--- src/rtl/crc_pkg.sv ---
// crc_pkg: shared state encoding, default widths and drain length for the CRC-16 transmit path.
package crc_pkg;
  localparam int DATA_W_DEF = 8;
  localparam int CRC_W_DEF = 16;
  localparam int DRAIN_EXTRA = 2;
  localparam logic [15:0] CRC16_POLY_REFL = 16'h8408;
  typedef enum logic [2:0] {IDLE, CLEAR, SHIFT, CAPTURE, HOLD, DRAIN} state_e;
  function automatic int drain_len(input int crc_w);
    return crc_w + DRAIN_EXTRA;
  endfunction
endpackage

--- src/rtl/crc16_tx_feeder.sv ---
// crc16_tx_feeder: serialises payload bytes LSB first into a CRC engine and captures the streamed remainder.
module crc16_tx_feeder import crc_pkg::*; #(
  parameter int DATA_W = DATA_W_DEF,
  parameter int CRC_W = CRC_W_DEF
) (
  input  logic              clk,
  input  logic              reset_n,
  input  logic [DATA_W-1:0] s_data,
  input  logic              s_valid,
  input  logic              s_last,
  output logic              s_ready,
  output logic              crc_clr_n,
  output logic              crc_start,
  output logic              crc_data,
  input  logic              crc_bit,
  input  logic              crc_done,
  output logic [CRC_W-1:0]  crc_word,
  output logic              crc_valid,
  input  logic              crc_ack,
  output logic              busy,
  output logic              err
);
  localparam int BW = DATA_W > 1 ? $clog2(DATA_W) : 1;
  localparam int DL = drain_len(CRC_W);
  localparam int CW = $clog2(DL);
  localparam logic [BW-1:0] BIT_LAST = BW'(DATA_W - 1);
  localparam logic [CW-1:0] CAP_LAST = CW'(CRC_W - 1);
  localparam logic [CW-1:0] DRAIN_LAST = CW'(DL - 1);
  state_e state_q, state_d;
  logic [DATA_W-1:0] sr_q, sr_d;
  logic [BW-1:0] bit_q, bit_d;
  logic [CW-1:0] cnt_q, cnt_d;
  logic [CRC_W-1:0] word_q, word_d;
  logic last_q, last_d, low_q, low_d, err_q, err_d, run_q;
  logic at_end;
  assign at_end = state_q == SHIFT && bit_q == BIT_LAST;
  // run_q keeps s_ready low while reset is held, even though the state already reads IDLE.
  assign s_ready = run_q && (state_q == IDLE || (at_end && !last_q));
  assign crc_clr_n = state_q != CLEAR;
  assign crc_start = state_q == SHIFT;
  assign crc_data = crc_start && sr_q[0];
  assign crc_word = word_q;
  assign crc_valid = state_q == HOLD;
  assign busy = state_q != IDLE;
  assign err = err_q;
  always_comb begin
    state_d = state_q;
    sr_d = sr_q;
    last_d = last_q;
    bit_d = bit_q;
    cnt_d = cnt_q;
    low_d = low_q;
    word_d = word_q;
    err_d = 1'b0;
    case (state_q)
      IDLE: if (s_valid && s_ready) begin
        sr_d = s_data;
        last_d = s_last;
        state_d = CLEAR;
      end
      CLEAR: begin
        bit_d = '0;
        state_d = SHIFT;
      end
      SHIFT: begin
        sr_d = sr_q >> 1;
        bit_d = bit_q + 1'b1;
        if (at_end) begin
          bit_d = '0;
          cnt_d = '0;
          low_d = 1'b0;
          if (last_q) state_d = CAPTURE;
          else if (s_valid) begin
            sr_d = s_data;
            last_d = s_last;
          end else begin
            err_d = 1'b1;
            state_d = DRAIN;
          end
        end
      end
      // Remainder shifts in from the top so the first bit lands in bit 0 after CRC_W bits.
      CAPTURE: if (crc_done) begin
        word_d = {crc_bit, word_q[CRC_W-1:1]};
        cnt_d = cnt_q + 1'b1;
        if (cnt_q == CAP_LAST) begin
          cnt_d = '0;
          low_d = 1'b0;
          state_d = HOLD;
        end
      end else if (cnt_q != '0 || low_q) begin
        err_d = 1'b1;
        cnt_d = '0;
        low_d = 1'b0;
        state_d = IDLE;
      end else low_d = 1'b1;
      HOLD: if (crc_ack) state_d = IDLE;
      DRAIN: begin
        cnt_d = cnt_q + 1'b1;
        if (cnt_q == DRAIN_LAST) begin
          cnt_d = '0;
          state_d = IDLE;
        end
      end
      default: state_d = IDLE;
    endcase
  end
  always_ff @(posedge clk or negedge reset_n)
    if (!reset_n) begin
      state_q <= IDLE;
      sr_q <= '0;
      last_q <= 1'b0;
      bit_q <= '0;
      cnt_q <= '0;
      low_q <= 1'b0;
      word_q <= '0;
      err_q <= 1'b0;
      run_q <= 1'b0;
    end else begin
      state_q <= state_d;
      sr_q <= sr_d;
      last_q <= last_d;
      bit_q <= bit_d;
      cnt_q <= cnt_d;
      low_q <= low_d;
      word_q <= word_d;
      err_q <= err_d;
      run_q <= 1'b1;
    end
endmodule
--- config.mk ---
export PLATFORM = sky130hd
export DESIGN_NAME = crc16_tx_feeder
export DESIGN_NICKNAME = d
export VERILOG_FILES = /design/src/rtl/crc_pkg.sv /design/src/rtl/crc16_tx_feeder.sv
export SDC_FILE = /design/constraint.sdc
export NUM_CORES = 1
export LEC_CHECK = 0
export ABC_CLOCK_PERIOD_IN_PS = 2800
export CAP_MARGIN = 10
export CORE_MARGIN = 2
export CORE_UTILIZATION = 35
export DETAILED_ROUTE_END_ITERATION = 6
export DONT_BUFFER_PORTS = 1
export SLEW_MARGIN = 20
export SYNTH_ARGS = -nofsm -noshare
export SYNTH_HDL_FRONTEND = slang
export SYNTH_SLANG_ARGS = --single-unit
--- constraint.sdc ---
create_clock -name clk -period 2.8 [get_ports clk]
set_input_delay 0.28 -clock clk [delete_from_list [all_inputs] [get_ports clk]]
set_output_delay 0.28 -clock clk [all_outputs]
set_load 0.05 [all_outputs]
==> results_dict.tcl, run 1 <==
set metrics [dict create \
    status "finished clean" \
    critPathLaunch "state_q[0]" \
    irDropWorstVdd_mv 0.499 \
    first_iter_violations 71 \
    p_leak_nw 1.09 \
    p_sw_mw 0.944 \
    maxSlewViolCount 0 \
    hold_start "crc_bit" \
    wl_per_cell_um 13.6 \
    whs_ns 0.0949 \
    ctsLongestPathBuffers 2 \
    cp_slowest_cell "dfrtp_1" \
    synth_area_um2 1960 \
    grt_usage_pct 13.4 \
    design.portCount 38 \
    diodes 0 \
    first_pass_iters 4 \
    crit_path_max_incr_delay_ns 0.59 \
    async_reset_ff_share_pct 100 \
    maxSlewHeadroom_pct 57.9 \
    grt_start_max_net_pins 40 \
    syn_area_per_cell_um2 9.14 \
    skew_ns 0.00436 \
    powerDensity_nw_per_um2 1020 \
    period_minus_slack_ns 2.18 \
    netlist_top_cells_area "dfrtp_1 50%, nand2_1 13%, mux2i_1 4.6%" \
    grt_pass1_wl_um 6580 \
    clkLatencyLatePin_ns 0.29 \
    ys_seq_area_share_pct 49.7 \
    vias_per_cell 5.02 \
    antenna_found_initial 0 \
    cp.arrival_ns 1.90 \
    combPwrFrac_pct 35.4 \
    cts_root_buffer "clkbuf_8" \
    drc 0 \
    post_cts_buffers 0 \
    core_area_um2 5470 \
    rsz0062_at_grt "no" \
    period_share_pct 77.9 \
    dp_hpwl_um 2740 \
    synth_fp_nets 237 \
    crit_chain "nor3b_2 > and2_1" \
    overflow 0 \
    synthFlopType "dfrtp_1" \
    synth_warnings 0 \
    cts_sinks 39 \
    hold_class "primary input to flop" \
    grt_pass1_vias 1372 \
    die_area_um2 6230 \
    synthCells 215 \
    seq_power_share_pct 44.0 \
    postCtsHoldBufs 2 \
    cts_buffers 5 \
    start_util_pct 35.9 \
    synth.distinct_cells 42 \
    intPower_mw 1.27 \
    cts_resized 0 \
    crit_type "flop to output pin" \
    setup_viol 0 \
    rows 27 \
    nets 240 \
    port_buffers 0 \
    swShare_pct 42.6 \
    wl_um 3930 \
    crit_fanout 19 \
    synth-seq-cells 39 \
    clkSlewWorstSetupHoldPaths_ns 0.08 \
    post-synth-top-area-cell "dfrtp_1" \
    critical_path.top_delay_family "simple AND/OR/NAND/NOR gates" \
    tightestPinTransition_ns 0.630 \
    drv_cap 0 \
    start_kind "flop" \
    tritoncts "yes" \
    worstPathRequired_ns 2.52 \
    chipWidth_um 78.9 \
    finalSetupTns_ns 0 \
    htreeDepth 2 \
    synth_edf_count 0 \
    rr_startpoint "state_q[1]" \
    die_h_um 78.9 \
    gp_congestion 0.820 \
    syn2layout_area_growth_pct 10.8 \
    final_antenna_net_count 0 \
    synth_top_area_share_pct 49.7 \
    p_clk_share_pct 20.5 \
    end_kind "output pin" \
    hold_viol_final 0 \
    path_buf_inv 0 \
    postLayoutCoreUtil_pct 39.8 \
    drive_gt1_share_pct 9.17 \
    max_freq_ghz 0.458 \
    vias 1455 \
]
[stage by stage]
step | power (mW) | cell area [um^2] | cells | setup WS (ns)
6_report | 2.21 | 2180 | 290 | 0.618
5_1_grt | 2.37 | 2180 | 290 | 0.380
4_1_cts | 2.24 | 2180 | 290 | 0.595
3_5_place_dp | 1.76 | 2040 | 281 | 0.753
3_3_place_gp | 1.75 | 2040 | 281 | 0.688
2_1_floorplan | 1.60 | 1960 | 215 | 0.871
[worst paths after layout]
path	cells after the start	to	slack, ns
worst max-delay path	2	crc_data	0.62
worst min-delay path	2	crc_word[15]	0.09
worst max register to register	3	state_q[2]	0.74
worst min register to register	2	sr_q[0]	0.48
max in group asynchronous	2	last_q	2.15
min in group asynchronous	2	cnt_q[2]	0.45
[layer usage]
| metal | routed length, um | vias up | GRT usage [%] |
|---|---|---|---|
| li1 | - | 724 | - |
| met1 | 1950 | 684 | 18.1 |
| met5 | 0 | - | 0 |
| met4 | 53 | 0 | 4.14 |
| met2 | 1700 | 42 | 20.7 |
| met3 | 226 | 5 | 4.32 |
[Yosys cell counts (2+ instances only)]
| cell | count |
|---|---|
| nor3b_1 | 2 |
| a22oi_1 | 2 |
| dfrtp_1 | 39 |
| nand2_1 | 66 |
| o21ai_0 | 14 |
| nand2b_1 | 2 |
| nor2_1 | 9 |
| a22o_1 | 2 |
| inv_1 | 14 |
| a21oi_1 | 4 |
| nor2b_1 | 2 |
| ha_1 | 7 |
| clkbuf_1 | 2 |
| nand3_1 | 4 |
| mux2i_1 | 9 |
| or3_1 | 2 |
| buf_2 | 6 |
| o211ai_1 | 4 |
| or3b_2 | 2 |
[cell usage in the layout, fill, tap and decap left out, drive strengths merged, types with 2 or more instances in the layout]
| cell type | count |
|---|---|
| buf | 4 |
| nor3b | 2 |
| nand3 | 4 |
| and2 | 2 |
| inv | 14 |
| o21ai | 15 |
| o211ai | 5 |
| or3b | 2 |
| clkbuf | 5 |
| a21oi | 4 |
| nand2b | 2 |
| mux2i | 9 |
| nand2 | 66 |
| dfrtp | 39 |
| ha | 7 |
| or3 | 2 |
| nor2b | 2 |
| a22o | 2 |
| a22oi | 2 |
| nor2 | 9 |
[layout make-up]
| type | instances | area [um^2] |
|---|---|---|
| Sequential cell | 39 | 976 |
| Fill cell | 563 | 3300 |
| Inverter | 14 | 52.6 |
| Clock buffer | 5 | 68.8 |
| Clock inverter | 2 | 37.5 |
| Multi-Input combinational cell | 153 | 900 |
| Timing Repair Buffer | 5 | 52.6 |
| Tap cell | 72 | 90.1 |
[worst register-to-register path, cell delays in order (launching register included)]
cell     delay, ns
dfrtp_1       0.52
nor2b_1       0.52
nand3_1       0.58
a32oi_1       0.36
[logic make-up after synthesis]
logic type	count (synthesis)	synth area share (%)
buffers and inverters	23	4.78
AND/OR/NAND/NOR	97	22.4
other	1	0.191
flip-flops	39	49.7
adder cells (fa/ha/maj)	7	4.46
multiplexers	9	4.59
AO/OA/AOI/OAI	39	13.9
[power groups by stage]
stage | Clock [mW] | Sequential, mW | Combinational, mW
finish | 0.455 | 0.975 | 0.785
global route | 0.495 | 1.00 | 0.873
CTS | 0.471 | 0.973 | 0.792
detailed placement | 0 | 0.983 | 0.772
global placement | 0 | 0.981 | 0.765
floorplan | 0 | 0.908 | 0.693
[sequential cells by signal, indices dropped and copies added (netlist names)]
name and count:
low_q 1, last_q 1, sr_q 8, cnt_q 5, state_q 3, crc_word 16, err 1, run_q 1
bit_q 3
Power figures use the tool's default switching activity.
==> run 2: changes to the inputs <==
--- a/config.mk
+++ b/config.mk
@@ -5,7 +5,7 @@
 export SDC_FILE = /design/constraint.sdc
 export NUM_CORES = 1
 export LEC_CHECK = 0
-export ABC_CLOCK_PERIOD_IN_PS = 2800
+export ABC_CLOCK_PERIOD_IN_PS = 2000
 export CAP_MARGIN = 10
 export CORE_MARGIN = 2
 export CORE_UTILIZATION = 35
==> constraint.sdc (replaced) <==
create_clock -name clk -period 2 [get_ports clk]
set_input_delay 0.2 -clock clk [delete_from_list [all_inputs] [get_ports clk]]
set_output_delay 0.2 -clock clk [all_outputs]
set_load 0.05 [all_outputs]
==> run 2 against run 1 <==
Combinational power grew 64%. Final area grew 5.3%. Flip-flop and latch count is the same. Largest power group unchanged. Via count up 5.1%. Critical path type is now flop to flop.
==> results_dict.tcl, run 2 (same netlist as run 1, synthesis figures left out) <==
set metrics [dict create \
    status "finished clean" \
    grt_usage_pct 14.6 \
    reg2reg_depth 8 \
    hold-path-cell-count 2 \
    first_pass_iters 4 \
    drc 0 \
    r2r_end "state_q[2]" \
    htreeDepth 2 \
    cts_sinks 39 \
    syn2layout_area_growth_pct 16.7 \
    final_common_cell "nand2_1" \
    overflow 0 \
    grt_pass1_wl_um 7160 \
    clkSlewWorstSetupHoldPaths_ns 0.08 \
    rr_startpoint "cnt_q[0]" \
    chipWidth_um 78.9 \
    cts_root_buffer "clkbuf_8" \
    final_cell_mix "66 x nand2_1, 39 x dfrtp_1, 14 x inv_1, 13 x o21ai_0, 13 x buf_4" \
    skew_ns 0.0103 \
    maxSlewViolCount 0 \
    gp_congestion 0.777 \
    tritoncts "yes" \
    drv_cap 0 \
    dp_hpwl_um 2970 \
    irDropWorstVdd_mv 0.592 \
    worstPathRequired_ns 2.20 \
    instances_no_fill 302 \
    core_area_um2 5470 \
    die_h_um 78.9 \
    rows 27 \
    critPathLaunch "cnt_q[0]" \
    period_minus_slack_ns 1.91 \
    setup_viol 0 \
    wl_um 4190 \
    maxSlewHeadroom_pct 65.9 \
    powerDensity_nw_per_um2 1440 \
    clkLatencyLatePin_ns 0.29 \
    cp.arrival_ns 2.11 \
    cts_buffers 5 \
    finalPower_mw 3.29 \
    hold_start "crc_bit" \
    hold_viol_final 0 \
    drive_gt1_share_pct 14.3 \
    end_kind "flop" \
    postLayoutCoreUtil_pct 41.9 \
    p_leak_nw 1.16 \
    largest_reg_flops 16 \
    grt_pass1_vias 1528 \
    start_util_pct 35.9 \
    wl_per_cell_um 13.9 \
    nets 251 \
    start_kind "flop" \
    hold_class "primary input to flop" \
    final_antenna_net_count 0 \
    antenna_found_initial 0 \
    max_freq_ghz 0.523 \
    vias 1529 \
    diodes 0 \
    place_inst 292 \
    vias_per_cell 5.06 \
    r2r_slack_ns 0.09 \
    first_iter_violations 93 \
    dpl_worst_slack_ns 0.112 \
    ctsLongestPathBuffers 2 \
    port_buffers 0 \
    fin_ws_ns 0.0865 \
    crit_fanout 6 \
    crit_end "state_q[2]" \
    crit_type "flop to flop" \
    period_share_pct 95.7 \
    design.portCount 38 \
    tightestPinTransition_ns 0.512 \
    grt_start_max_net_pins 40 \
    die_area_um2 6230 \
]
[run 2: cell types whose count changed in the layout (fill, tap and decap cells not counted), sizes merged]
cell      previous run  this run
buf                  4        15
clkbuf               5         6
clkinvlp             1         0
inv                 14        15
[run 2: critical path, stage by stage (launching register included)]
cell and delay (ns):
dfrtp_1 0.44, ha_1 0.25, nand3_1 0.11, inv_1 0.05, ha_1 0.19, nand4bb_1 0.21
o211ai_1 0.18, a22oi_2 0.16, a32oi_1 0.26
[run 2: cell type report]
type | instances | area, um^2
fillers | 563 | 3180
flip-flops and latches | 39 | 976
multi-input cells | 153 | 905
repair buffers | 16 | 148
well taps | 72 | 90.1
clock buffers | 6 | 82.6
inverters | 14 | 52.6
clock inverters | 2 | 38.8
[run 2: timing repair]
action,in CTS,in global routing
resized for setup,0,2
hold endpoints to repair,39,0
hold buffers,2,0
endpoints found under the setup margin,0,3
setup buffers,0,0
[run 2: per-layer routing]
layer	global-route usage [%]	routed length [um]
met1	18.9	1950
met2	23.6	1950
met3	4.09	229
met4	5.17	58
met5	0	0
[run 2: through the flow]
| step | instance area [um^2] | hold slack, ns | TNS, ns |
|---|---|---|---|
| 2_1_floorplan | 1960 | -0.0956 | 0 |
| 3_3_place_gp | 2140 | -0.0941 | 0 |
| 3_5_place_dp | 2140 | -0.0938 | 0 |
| 4_1_cts | 2290 | 0.00424 | 0 |
| 5_1_grt | 2290 | 0.00170 | -0.0647 |
| 6_report | 2290 | 0.0137 | 0 |
[run 2: where the power goes]
group / switching, mW / internal, mW / leakage [nW]
Combinational: 0.785 / 0.504 / 0.584
Clock: 0.285 / 0.410 / 0.0618
Sequential: 0.305 / 1.00 / 0.516
Total: 1.37 / 1.92 / 1.16
[run 2: worst min-delay path by stage]
| stage | endpoint | slack (ns) |
|---|---|---|
| 2_1_floorplan | bit_q[0] | -0.1 |
| 3_3_place_gp | err | -0.09 |
| 3_5_place_dp | err | -0.09 |
| 4_1_cts | crc_word[15] | 0.004 |
| 5_1_grt | crc_word[15] | 0.002 |
| 6_report | crc_word[15] | 0.01 |
==> edit 1 (settings of run 2) <==
`DATA_W_DEF`: 8 -> 4.
--- a/src/rtl/crc_pkg.sv
+++ b/src/rtl/crc_pkg.sv
@@ -1,6 +1,6 @@
 // crc_pkg: shared state encoding, default widths and drain length for the CRC-16 transmit path.
 package crc_pkg;
-  localparam int DATA_W_DEF = 8;
+  localparam int DATA_W_DEF = 4;
   localparam int CRC_W_DEF = 16;
   localparam int DRAIN_EXTRA = 2;
   localparam logic [15:0] CRC16_POLY_REFL = 16'h8408;
Ports: changed (resized s_data); port bits go from 38 to 34. No check against the original RTL was run, so the function may have changed too.
==> edit 1 against run 2 <==
- sequential power fell by 8%
- synthesized cell count fell by 32%
- area after synthesis fell by 13%
- non-clock buffer count fell by 5
- die area fell by 13%
- utilization rose by 1.7 points
- worst setup slack got worse by 0.064 ns
- combinational power fell by 6%
- design area fell by 11%
- wire length fell by 15%
- sequential cell count fell by 5
- total power fell by 2.6%
- critical endpoint is now state_q[0]
==> edit 1: results (changes against run 2) <==
Global route
  • Pin count of the biggest net entering global routing: 35 (-13%)
  • Met2 GRT Util: 0.218 (-0.0176)
  • Met3 Resource Use GR: 0.0439 (+0.00299)
  • Vias in the first global route: 1203 (-21%)
  • Met1 GRT Util: 0.161 (-0.0282)
  • GRT Util Overall: 0.138 (-0.00854)

Finish
  • Non-clock buffering overhead: 0.0538 (-0.0106)
  • Count of plain and timing-repair buffers: 11 (-5)
  • Multi-input gate share of total cell area: 0.408 (+0.0131)
  • Final nets: 178 (-29%)
  • Sequential share of cell area: 0.416 (-0.0101)
  • Multi-input gates: 98 (-36%)
  • Signal inverters: 11 (-3)
  • Clock-cell share: 0.0697 (+0.0167)
  • Layout fillers: 421 (-25%)

Synthesis
  • Commonest cells post-synth: dfrtp_1 (34), mux2_2 (17), nor2_1 (12)
  • Post-synthesis adder-cell area fraction: 0.0441 (-0.000468)
  • Synth top area cells: dfrtp_1 (50%), mux2_2 (11%), ha_1 (4.4%)
  • Net Count, Synth: 164 (-31%)
  • Number of synthesized register bits: 34 (-13%)
  • Yosys cell types: 39 (-7.1%)

Clocking
  • Post-CTS Resized: 4 (+4)
  • Setup bufs post-CTS: 3 (+3)

Timing
  • Clock Skew: 0.00487 ns (-0.00547 ns)
  • Worst hold slack: 0.0632 ns (+0.0495 ns)

Power and ir drop
  • Peak VDD IR: 0.718 mV (+21%)
  • Switching power: 1.29 mW (-6.2%)
  • Clock share of power: 0.244 (+0.033)
  • Comb power frac: 0.377 (-0.015)
  • P_leak: 0.973 nW (-16%)

Setup path
  • Critical path peak fanout: 4 (-2)
  • Reg-to-reg setup timing slack: 0.02 ns (-0.06 ns)
  • Slowest CP cell: or4b_4
  • Crit path DAT: 2.14 ns (+0.03 ns)
  • Max stage delay on crit path: 0.50 ns (+0.06 ns)

Die
  • Tapcells: 54 (-25%)

Placed design
  • Global placer's final weighted congestion: 0.883 (+14%)
  • Post-DP Area: 1810 um^2 (-15%)
  • Post-DP HPWL: 2460 um (-17%)

Worst hold path
  • Hold/Removal Path Class: input port to register
  • Hold Path Origin: s_data[3]

Detailed routing
  • Routed len/inst: 16.4 um (+18%)
  • Met3 Wirelength: 186 um (-19%)
  • Wire length on met1: 1450 um (-26%)
  • Drt via density: 5.49 (+8.5%)
  • DRT iter0 DRCs: 54 (-42%)

Run status
  • Outcome: completed
-- edit 1: cell count changes in the layout (fill, tap and decap cells not counted), sizes merged, moves of 4 or more --
| cell | before | now |
|---|---|---|
| buf | 15 | 10 |
| dfrtp | 39 | 34 |
| inv | 15 | 11 |
| mux2 | 0 | 18 |
| mux2i | 9 | 3 |
| nand2 | 66 | 6 |
| o211ai | 5 | 0 |
| o21ai | 15 | 3 |
-- edit 1: per-stage QoR --
step                      utilization  setup slack [ns]  power, mW  std cells
after floorplan                     -            0.0118       2.03        147
after CTS                       0.434           0.00696       3.21        216
after global placement          0.387            0.0669       2.25        203
final                           0.436            0.0222       3.20        216
after detailed placement        0.387           -0.0175       2.30        203
after global routing            0.436           -0.0482       3.38        216
-- edit 1: worst max-delay path, delay by kind of cell (launching register included) --
family                   cells  cell delay (ns)
AO/OA/AOI/OAI                2             0.39
buffers and inverters        1             0.08
multiplexers                 1             0.32
AND/OR/NAND/NOR              1             0.50
flip-flops                   1             0.42
adder cells (fa/ha/maj)      1             0.14
==> edit 2 (config.mk and constraints of run 2) <==
Without the edit above. Re-encode `state_e` (6 states) as Gray code, 3 bits wide.
--- a/src/rtl/crc_pkg.sv
+++ b/src/rtl/crc_pkg.sv
@@ -4,7 +4,7 @@
   localparam int CRC_W_DEF = 16;
   localparam int DRAIN_EXTRA = 2;
   localparam logic [15:0] CRC16_POLY_REFL = 16'h8408;
-  typedef enum logic [2:0] {IDLE, CLEAR, SHIFT, CAPTURE, HOLD, DRAIN} state_e;
+  typedef enum logic [2:0] {IDLE = 3'b000, CLEAR = 3'b001, SHIFT = 3'b011, CAPTURE = 3'b010, HOLD = 3'b110, DRAIN = 3'b111} state_e;
   function automatic int drain_len(input int crc_w);
     return crc_w + DRAIN_EXTRA;
   endfunction
Function: no difference found for any inputs over 10 cycles, from zero or initial values and one cycle with reset_n low; not proved beyond that.
==> edit 2 against run 2 <==
- fmax shrank 0.22%
- clock power fell by 2%
- final cell count down 13%
- largest power group unchanged
- sequential cell count is the same
- wire length down 4.2%
- design area up 1.9%
- area after synthesis is 5.8% higher
- worst setup slack worse by 0.0043 ns
- total power up 26%
==> edit 2: results (changes against run 2) <==
Global route
  • Met1 GRT Util: 0.177 (-0.0120)
  • GRT Util Overall: 0.132 (-0.0144)
  • Initial antenna violation count: 0 (unchanged)
  • Met3 Resource Use GR: 0.0333 (-0.00758)
  • Met2 GRT Util: 0.207 (-0.0293)
  • First-pass GRT wire length: 6580 um (-8.2%)

Setup path
  • CP top delay family: simple AND/OR/NAND/NOR gates
  • Crit. Startpoint: state_q[2]
  • Worst Setup EP: busy
  • Slowest CP cell: or3_1
  • Critical path peak fanout: 10 (+4)
  • Reg-to-reg setup timing slack: 0.14 ns (+0.05 ns)
  • Crit path DAT: 1.72 ns (-0.39 ns)
  • Max stage delay on crit path: 0.61 ns (+0.17 ns)
  • RR Endpoint: cnt_q[2]

Synthesis
  • Post-synth top flop: dfrtp_1
  • Sequential area share after synthesis: 0.470 (-0.0272)
  • Commonest cells post-synth: dfrtp_1 (39), mux2_2 (18), nor2_1 (12)
  • Synth top area cells: dfrtp_1 (47%), mux2_2 (9.8%), mux2i_1 (4.3%)
  • Net Count, Synth: 201 (-15%)

Detailed routing
  • Routed WL: 4010 um (-4.2%)
  • Vias after detailed routing: 1348 (-12%)
  • DRT iter0 DRCs: 81 (-13%)

Finish
  • Layout fillers: 572 (+1.6%)
  • Final nets: 210 (-16%)
  • Clock-cell share: 0.0482 (-0.00474)
  • Layout cells sized above 1: 0.275 (+0.132)
  • Multi-input gate share of total cell area: 0.438 (+0.0435)
  • Multi-input gates: 124 (-19%)
  • Count of plain and timing-repair buffers: 11 (-5)
  • Seq Cell Count: 39 (unchanged)
  • Signal inverters: 7 (-7)
  • Sequential share of cell area: 0.419 (-0.00691)
  • Non-clock buffering overhead: 0.0434 (-0.0210)

Placed design
  • Global placer's final weighted congestion: 0.797 (+2.5%)
  • Post-DP HPWL: 2800 um (-5.8%)
  • Place WS: 0.124 ns (+0.0115 ns)

Clocking
  • Latest clock arrival within the worst-skew pair: 0.30 ns

Timing
  • F_max: 521 MHz (-0.22%)
  • Clock Skew: 0.00669 ns (-0.00365 ns)
  • Slew HR: 0.659 (about the same)

Power and ir drop
  • P_leak: 1.07 nW (-7.9%)
  • Peak VDD IR: 0.893 mV (+51%)

Worst hold path
  • Hold endpoint: last_q
  • Hold Path Origin: s_valid
  • Hold/Removal Path Class: input port to register

Run status
  • Outcome: completed
## edit 2: power breakdown
part / leakage [nW] / switching, mW / internal [mW]
sequential: 0.486 / 0.803 / 1.10
clock: 0.0581 / 0.310 / 0.372
combinational: 0.525 / 0.843 / 0.726
total: 1.07 / 1.95 / 2.20
## edit 2: through the flow
| step | hold slack [ns] | util | cell area, um^2 | std cells | total power [mW] |
|---|---|---|---|---|---|
| 4_1_cts | 0.0404 | 0.398 | 2310 | 264 | 4.18 |
| 2_1_floorplan | -0.0956 | - | 2080 | 179 | 3.19 |
| 3_3_place_gp | -0.0940 | 0.373 | 2170 | 254 | 3.44 |
| 5_1_grt | 0.0451 | 0.402 | 2340 | 264 | 4.44 |
| 6_report | 0.0447 | 0.402 | 2340 | 264 | 4.15 |
| 3_5_place_dp | -0.0937 | 0.373 | 2170 | 254 | 3.47 |
## edit 2: cell families after synthesis
group	Yosys count	share of synthesized area
and+or+nand+nor	52	0.151
buffers and inverters	16	0.0482
DFF	39	0.470
adders and majority gates	7	0.0421
AOI/OAI and AO/OA	37	0.147
other	1	0.00180
muxes	27	0.141
## edit 2: worst register-to-register path, stage by stage, from the launching register on
cell and delay [ns]:
dfrtp_1 0.42, ha_1 0.24, nand3_1 0.11, inv_1 0.05
ha_1 0.19, nor4b_2 0.24, a31oi_2 0.11, nor4bb_1 0.30
a221o_1 0.15
## edit 2: repair_timing
item,in CTS,in global routing
hold endpoints to repair,39,0
gates resized for setup,0,6
endpoints found under the setup margin,0,5
hold buffers,2,0
## edit 2: routing by layer
layer  vias up  share of wire
met5         -              0
met3         4          0.053
met1       652           0.48
met4         0          0.011
met2        30           0.46
li1        662              -
